===== src/rtl/stack_ctrl.sv =====
// Hardware stack sequencer: accepts PUSH/POP/PEEK/SETSP requests and drives the SP strobes
// and stack RAM port, flagging overflow/underflow and returning read data with a done pulse.
module stack_ctrl #(
    parameter int unsigned AW    = 10,
    parameter int unsigned DW    = 16,
    parameter int unsigned DEPTH = 1023
) (
    input  logic          clk,
    input  logic          rst,
    input  logic          req_valid,
    output logic          req_ready,
    input  logic [1:0]    req_op,
    input  logic [DW-1:0] req_data,
    output logic          done,
    output logic          err,
    output logic [DW-1:0] rsp_data,
    output logic          ovf_sticky,
    output logic          udf_sticky,
    input  logic          clr_sticky,
    output logic          full,
    output logic          empty,
    input  logic [AW-1:0] sp_value,
    output logic          sp_inc,
    output logic          sp_dec,
    output logic          sp_load,
    output logic [AW-1:0] sp_din,
    output logic [AW-1:0] mem_addr,
    output logic          mem_we,
    output logic          mem_re,
    output logic [DW-1:0] mem_wdata,
    input  logic [DW-1:0] mem_rdata
);

    typedef enum logic [1:0] {
        StIdle,
        StExec,
        StRdWait
    } state_e;

    typedef enum logic [1:0] {
        OpPush  = 2'b00,
        OpPop   = 2'b01,
        OpPeek  = 2'b10,
        OpSetsp = 2'b11
    } op_e;

    localparam logic [AW-1:0] DepthVal = AW'(DEPTH);

    state_e        state_q, state_d;
    op_e           op_q, op_d;
    logic [DW-1:0] data_q, data_d;
    logic          fault_q, fault_d;
    logic          done_q, done_d;
    logic          err_q, err_d;
    logic [DW-1:0] rsp_q, rsp_d;
    logic          ovf_q, ovf_d;
    logic          udf_q, udf_d;
    logic          ovf_set, udf_set;
    logic          accept_fault;
    logic [AW-1:0] sp_top;

    assign full      = (sp_value == DepthVal);
    assign empty     = (sp_value == '0);
    assign sp_top    = sp_value - AW'(1);
    assign req_ready = (state_q == StIdle);

    assign done       = done_q;
    assign err        = err_q;
    assign rsp_data   = rsp_q;
    assign ovf_sticky = ovf_q;
    assign udf_sticky = udf_q;

    // Fault is decided against the SP seen at accept; EXEC then only replays the verdict.
    always_comb begin
        accept_fault = 1'b0;
        unique case (op_e'(req_op))
            OpPush:        accept_fault = full;
            OpPop, OpPeek: accept_fault = empty;
            OpSetsp:       accept_fault = (req_data[AW-1:0] > DepthVal);
            default:       accept_fault = 1'b0;
        endcase
    end

    always_comb begin
        state_d   = state_q;
        op_d      = op_q;
        data_d    = data_q;
        fault_d   = fault_q;
        done_d    = 1'b0;
        err_d     = 1'b0;
        rsp_d     = rsp_q;
        ovf_set   = 1'b0;
        udf_set   = 1'b0;
        sp_inc    = 1'b0;
        sp_dec    = 1'b0;
        sp_load   = 1'b0;
        sp_din    = '0;
        mem_addr  = '0;
        mem_we    = 1'b0;
        mem_re    = 1'b0;
        mem_wdata = '0;

        unique case (state_q)
            StIdle: begin
                if (req_valid) begin
                    op_d    = op_e'(req_op);
                    data_d  = req_data;
                    fault_d = accept_fault;
                    state_d = StExec;
                end
            end
            StExec: begin
                if (fault_q) begin
                    done_d  = 1'b1;
                    err_d   = 1'b1;
                    ovf_set = (op_q == OpPush);
                    udf_set = (op_q == OpPop) || (op_q == OpPeek);
                    state_d = StIdle;
                end else begin
                    unique case (op_q)
                        OpPush: begin
                            mem_addr  = sp_value;
                            mem_wdata = data_q;
                            mem_we    = 1'b1;
                            sp_inc    = 1'b1;
                            done_d    = 1'b1;
                            state_d   = StIdle;
                        end
                        OpPop: begin
                            mem_addr = sp_top;
                            mem_re   = 1'b1;
                            sp_dec   = 1'b1;
                            state_d  = StRdWait;
                        end
                        OpPeek: begin
                            mem_addr = sp_top;
                            mem_re   = 1'b1;
                            state_d  = StRdWait;
                        end
                        OpSetsp: begin
                            sp_load = 1'b1;
                            sp_din  = data_q[AW-1:0];
                            done_d  = 1'b1;
                            state_d = StIdle;
                        end
                        default: state_d = StIdle;
                    endcase
                end
            end
            StRdWait: begin
                rsp_d   = mem_rdata;
                done_d  = 1'b1;
                state_d = StIdle;
            end
            default: state_d = StIdle;
        endcase

        // A new fault in the same cycle as clr_sticky keeps the flag set.
        ovf_d = ovf_set | (ovf_q & ~clr_sticky);
        udf_d = udf_set | (udf_q & ~clr_sticky);
    end

    always_ff @(posedge clk) begin
        if (rst) begin
            state_q <= StIdle;
            op_q    <= OpPush;
            data_q  <= '0;
            fault_q <= 1'b0;
            done_q  <= 1'b0;
            err_q   <= 1'b0;
            rsp_q   <= '0;
            ovf_q   <= 1'b0;
            udf_q   <= 1'b0;
        end else begin
            state_q <= state_d;
            op_q    <= op_d;
            data_q  <= data_d;
            fault_q <= fault_d;
            done_q  <= done_d;
            err_q   <= err_d;
            rsp_q   <= rsp_d;
            ovf_q   <= ovf_d;
            udf_q   <= udf_d;
        end
    end

endmodule


===== config.mk =====
export PLATFORM = sky130hd
export DESIGN_NAME = stack_ctrl
export DESIGN_NICKNAME = d
export VERILOG_FILES = /design/src/rtl/stack_ctrl.sv
export SDC_FILE = /design/constraint.sdc
export NUM_CORES = 1
export LEC_CHECK = 0
export ABC_AREA = 1
export BUFFER_PORTS_ARGS = -buffer_cell sky130_fd_sc_hd__buf_2
export CORE_MARGIN = 2
export CORE_UTILIZATION = 49
export CTS_BUF_LIST = sky130_fd_sc_hd__clkbuf_16
export CTS_CLUSTER_SIZE = 14
export DETAILED_ROUTE_END_ITERATION = 7
export PLACE_DENSITY = 0.87
export SLEW_MARGIN = 20
export SYNTH_ARGS = -nofsm -noshare
export SYNTH_HDL_FRONTEND = slang
export SYNTH_SLANG_ARGS = --single-unit

===== constraint.sdc =====
create_clock -name clk -period 4.4 [get_ports clk]
set_input_delay 0.88 -clock clk [delete_from_list [all_inputs] [get_ports clk]]
set_output_delay 0.88 -clock clk [all_outputs]
set_load 0.02 [all_outputs]

# --- Yosys cells after proc, flatten, opt, wreduce, memory -nomap -nowiden ---
# Cells that the tools add are included.
totals:
  regBits: 41
  inputBits: 48
  wordCells: 71
classes:
  add_sub_neg: 1
  magnitude_cmp: 1
  eq_ne: 10
  muxes: 34
  bitwise: 6
  n_reduce_logical: 10
op_table:
  columns: ["op", "n"]
  rows:
  - ["$mux 10", 5]
  - ["$mux 16", 3]
  - ["$pmux 10 s2", 1]
  - ["$mux 1", 19]
  - ["$eq 10x10->1 const B", 1]
  - ["$eq 2x2->1 const B", 5]
  - ["$gt 10x10->1 const B", 1]
  - ["$logic_not 10->1", 1]
  - ["$sub 10x1->10 const B", 1]
  - ["$pmux 2 s2", 2]
  - ["$reduce_or 2->1", 4]
  - ["$eq 2x1->1 const B", 3]
  - ["$logic_not 2->1", 3]
  - ["$mux 2", 2]
  - ["$pmux 1 s3", 1]
  - ["$and 1x1->1", 2]
  - ["$ne 2x2->1 const B", 1]
  - ["$not 1->1", 2]
  - ["$or 1x1->1", 2]
  - ["$pmux 1 s2", 1]
  - ["$reduce_and 2->1", 1]
  - ["$logic_or 1x1->1", 1]

# --- Logic depth before layout (Yosys ltp) ---
logic_depth:
  ltp_word: 5
  depth_mapped: 10

# --- Worst setup path before layout ---
# OpenSTA, ideal clock, no wires.
synth_path:
  kind: "input -> output"
  start: "input port sp_value[0]"
  end: "output port mem_addr[6]"
  t_arrival_ns: 1.832
  t_required_ns: 3.520
  setup_slack_ns: 1.688
  cell_stages: 6
  n_path_buf: 0
  cell_sequence: "inv_1 -> ha_1 -> nand2_1 -> nor2_1 -> nand3_1 -> a21oi_1"
synth_via:
  elab_chain_len: 4
synth_lines:
  columns: ["item", "line", "rtl"]
  rows:
  - ["from (decl)", "22", "input logic [AW-1:0] sp_value,"]
  - ["$sub 10x1->10", "64", "assign sp_top = sp_value - AW'(1);"]
  - ["$pmux 10 s2", "120", "unique case (op_q)"]
  - ["$mux 10", "113", "if (fault_q) begin"]
  - ["$mux 10", "103", "unique case (state_q)"]
  - ["to (decl)", "27", "output logic [AW-1:0] mem_addr,"]
# Every way passes these cells.

# --- Worst setup path in the final report ---
layout_path:
  start: "input port sp_value[0]"
  end: "output port mem_addr[4]"
# Same word-level chain as after synthesis.

==> results <==
- The hold buffer count at CTS is 0.
- The filler cell count in the final layout is 393.
- The mapped netlist covers 0.002168 mm2.
- The worst-case vdd ir drop is 181.9 uV.
- The buffer levels on the longest clock path is 2.
- The main flop type after synthesis is dfxtp_1.
- The die is 70.52 um tall.
- The cell type with the highest aggregate area in the netlist is dfxtp_1.
- Setup repair after global routing left no endpoint under its margin.
- The critical path starts at sp_value[0].
- Counting cells, the worst reg-to-reg path comes to 5.
- The number of vias per cell is 4.858.
- Entering global routing, the biggest net connects 39 pins.
- At the end of routability-driven placement, the weighted congestion stood at 0.9166.
- Summing all placed instances gives a cell area of 0.002714 mm2.
- The count of warnings emitted by yosys is 0.
- For this run, global-route usage on met2 was measured as 0.3700.
- The endpoint type of the worst setup path is an output port.
- The layer flagged by global routing as most heavily used is met2.
- The overall routing resource usage is 0.2129.
- Counting every instance in the synthesized netlist gives 329.
- For this run, design rule violations remaining after detail routing come to 0.
- Before antenna repair, the detailed router went through 4 iterations.
- Summing over every cut layer, the via total after detailed routing is 2366.
- In the final layout, the multi-input gates occupy 0.001074 mm2.
- The via count of the first global-routing pass is 2025.
- The routing usage on met1 is 0.2634.
- The share of synthesized area in the top cell type comes to 0.3785.
- The endpoint arrival time on the critical path is 2.04 ns.
- After routing the design area is 0.002856 mm2.
- The master cell of the clock root buffer is clkbuf_16.
- After the last flow step, the layout net total stands at 493.
- In the post-synthesis netlist, the biggest area contributors are dfxtp_1, nor2_1, o21ai_0.
- The critical path required time is 3.52 ns.
- The minimum period implied by the final worst setup slack is 2.920 ns.
- At the pin with the least slew margin, the transition time is 1.015 ns.
- The leakage power total is 1.602 nW.
- The clock arrives with 0.005718 ns of skew.
- After global routing the overflow that remains totals 0.
- The max-cap check violation count is 0.
- The category of the most critical setup path is input pin to output port.
- The clock slew seen by the registers of the worst setup and hold paths is 0.06 ns.
- The total area inside the core boundary comes to 0.004294 mm2.
- Power spread over the standard cell area amounts to 329.7 mW/mm2.
- In this run, synthesis inferred 0 flip-flops with an integrated enable.
- Setup violations remaining at the end of the flow were counted as 0.
- By count the netlist is led by nor2_1, inv_1, dfxtp_1, o21ai_0, nand2_1.
- The clock tree from TritonCTS is built.
- The later pin in the worst-skew pair is clocked with a latency of 0.27 ns.
- The number of nets still failing antenna checks after routing is 0.
- The buffer count from post-CTS setup fixing is 0.
- The most frequent cell after synthesis is nor2_1.
- The initial antenna violation count is 0.
- The tree built by TritonCTS fans out to 41 sinks.
- The sequential-to-total area share from yosys stat is 0.3785.
- The worst register-to-register path begins at state_q[0].
- The worst min-delay path class is register to register.
- The final layout contains routed wiring with a total length of 5574 um.
- The worst register-to-register path has a setup slack of 2.52 ns.
- The maximum achievable frequency is 342.5 MHz.
- The per-instance average area after synthesis is 6.591 um2.
- The capturing instance or port of the critical path is mem_addr[4].
- The average detailed-routed wire length per instance is 11.45 um.
- In this run, distinct cell masters in the synthesized netlist total 25.
- The max-slew violation count is 0.
- In this run, CTS created clock tree buffers numbering 5.
- Once layout is complete, the utilization of the core stands at 0.6652.
- Dividing the final minimum period by the clock period gives 0.6636.
- For this configuration, the core starts out at a cell density of 0.5050.
- The starting DRC count in detailed routing is 137.
- The async set-or-reset flop fraction in the synthesized netlist is 0.
- The setup TNS after final layout is 0 ns.
- The run finished with clean final reports.
- The total power after layout is 0.9418 mW.
- The die width is 70.52 um.
- The top-level I/O count is 112.
- The row count is 24.
- The total of cells resized after clock tree synthesis is 0.
- The global-route wire length before repair is 8838 um.
- Of the cells placed in the final design, the portion with a size suffix greater than 1 is 0.2920.
- Relative to the synthesized area, the layout overhead comes to 31.74%.
- The number of buffers added on ports is 111.
- Detailed placement ended at an HPWL of 4226 um.
- The deepest level of the CTS H-tree is 2.
- The headroom to the max-slew limit is 0.3217.
- The worst setup path is launched from an input pin.
- The post-synthesis net count is 388.
- The sequential cell area is 820.8 um2.
- The count of inserted antenna diode cells is 0.
- The largest fanout on the critical path is 5.
- The number of failing hold endpoints at the final stage is 0.
- The met3 routing resource usage after global routing is 0.04906.
- The worst reg2reg path endpoint is data_q[8].
- After synthesis the netlist holds a flip-flop and latch count of 41.
- The floorplan step defined a die boundary enclosing 0.004973 mm2.
layer usage:
layer	vias up	routed length [um]
met2	79	2856
met4	0	44
met5	-	0
met1	1046	2332
met3	4	341
li1	1237	-
worst min path at each step:
stage                          start         end  slack (ns)  depth (start not counted)
final                     data_q[11]  data_q[11]        0.45                          2
after CTS                 data_q[13]  data_q[13]        0.46                          2
after floorplan           data_q[10]  data_q[10]        0.43                          2
after global routing      data_q[13]  data_q[13]        0.47                          2
after detailed placement  data_q[13]  data_q[13]        0.45                          2
after global placement    data_q[15]  data_q[15]        0.44                          2
cell families (layout without fill, tap and decap cells):
family          count (synthesis)  count (layout)  synth area share
fa+ha+maj                      11              11           0.06347
flops                          41              41            0.3785
simple gates                  137             137            0.2585
buf+inv                        66             172            0.1264
compound gates                 74              74            0.1731
placed cells by master (no fill, tap or decap):
cell type / synthesis / routed
a21oi_1: 29 / 29
a31oi_1: 1 / 1
and3_1: 2 / 2
buf_2: 5 / 111
clkbuf_16: 0 / 5
clkinv_1: 1 / 2
clkinv_2: 0 / 1
clkinv_4: 0 / 1
dfxtp_1: 41 / 41
ha_1: 11 / 11
inv_1: 47 / 47
inv_2: 5 / 5
nand2_1: 31 / 31
nand3_1: 10 / 10
nand4_1: 2 / 2
nor2_1: 85 / 85
nor2_2: 1 / 1
nor2_4: 2 / 2
nor3_1: 3 / 3
o211ai_1: 1 / 1
o21ai_0: 41 / 41
o21ai_1: 1 / 1
o22ai_1: 1 / 1
or2_2: 1 / 1
layout make-up:
| type | count | share of cell area |
|---|---|---|
| sequential | 41 | 0.2873 |
| clock buffer | 5 | 0.04380 |
| multi-input combinational | 222 | 0.3758 |
| tap | 52 | 0.02278 |
| timing repair buffer | 111 | 0.1945 |
| clock inverter | 3 | 0.006132 |
| inverter | 53 | 0.06965 |
flip-flops by register name, summed over array words and instances (netlist names):
name	flops
data_q	16
done	1
err	1
fault_q	1
op_q	2
ovf_sticky	1
rsp_data	16
state_q	2
udf_sticky	1
stage by stage:
| stage | std cells | worst slack, ns | hold slack (ns) |
|---|---|---|---|
| floorplan | 329 | 1.688 | 0.4294 |
| global placement | 479 | 1.558 | 0.4403 |
| detailed placement | 479 | 1.524 | 0.4479 |
| CTS | 487 | 1.511 | 0.4566 |
| global route | 487 | 1.325 | 0.4732 |
| finish | 487 | 1.480 | 0.4543 |
report_power, final:
part	total [mW]	leakage [nW]	switching (mW)	internal, mW
combinational	0.193	1.19	0.129	0.0640
clock	0.346	0.0712	0.139	0.208
sequential	0.403	0.336	0.00884	0.394
total	0.942	1.60	0.276	0.666
critical path, stage by stage:
cell	delay, ns
buf_2	0.11
inv_1	0.13
ha_1	0.26
nand2_1	0.10
nor2_1	0.13
o21ai_0	0.11
a21oi_1	0.15
buf_2	0.18
Note: power is estimated with default switching activity, not from simulation.
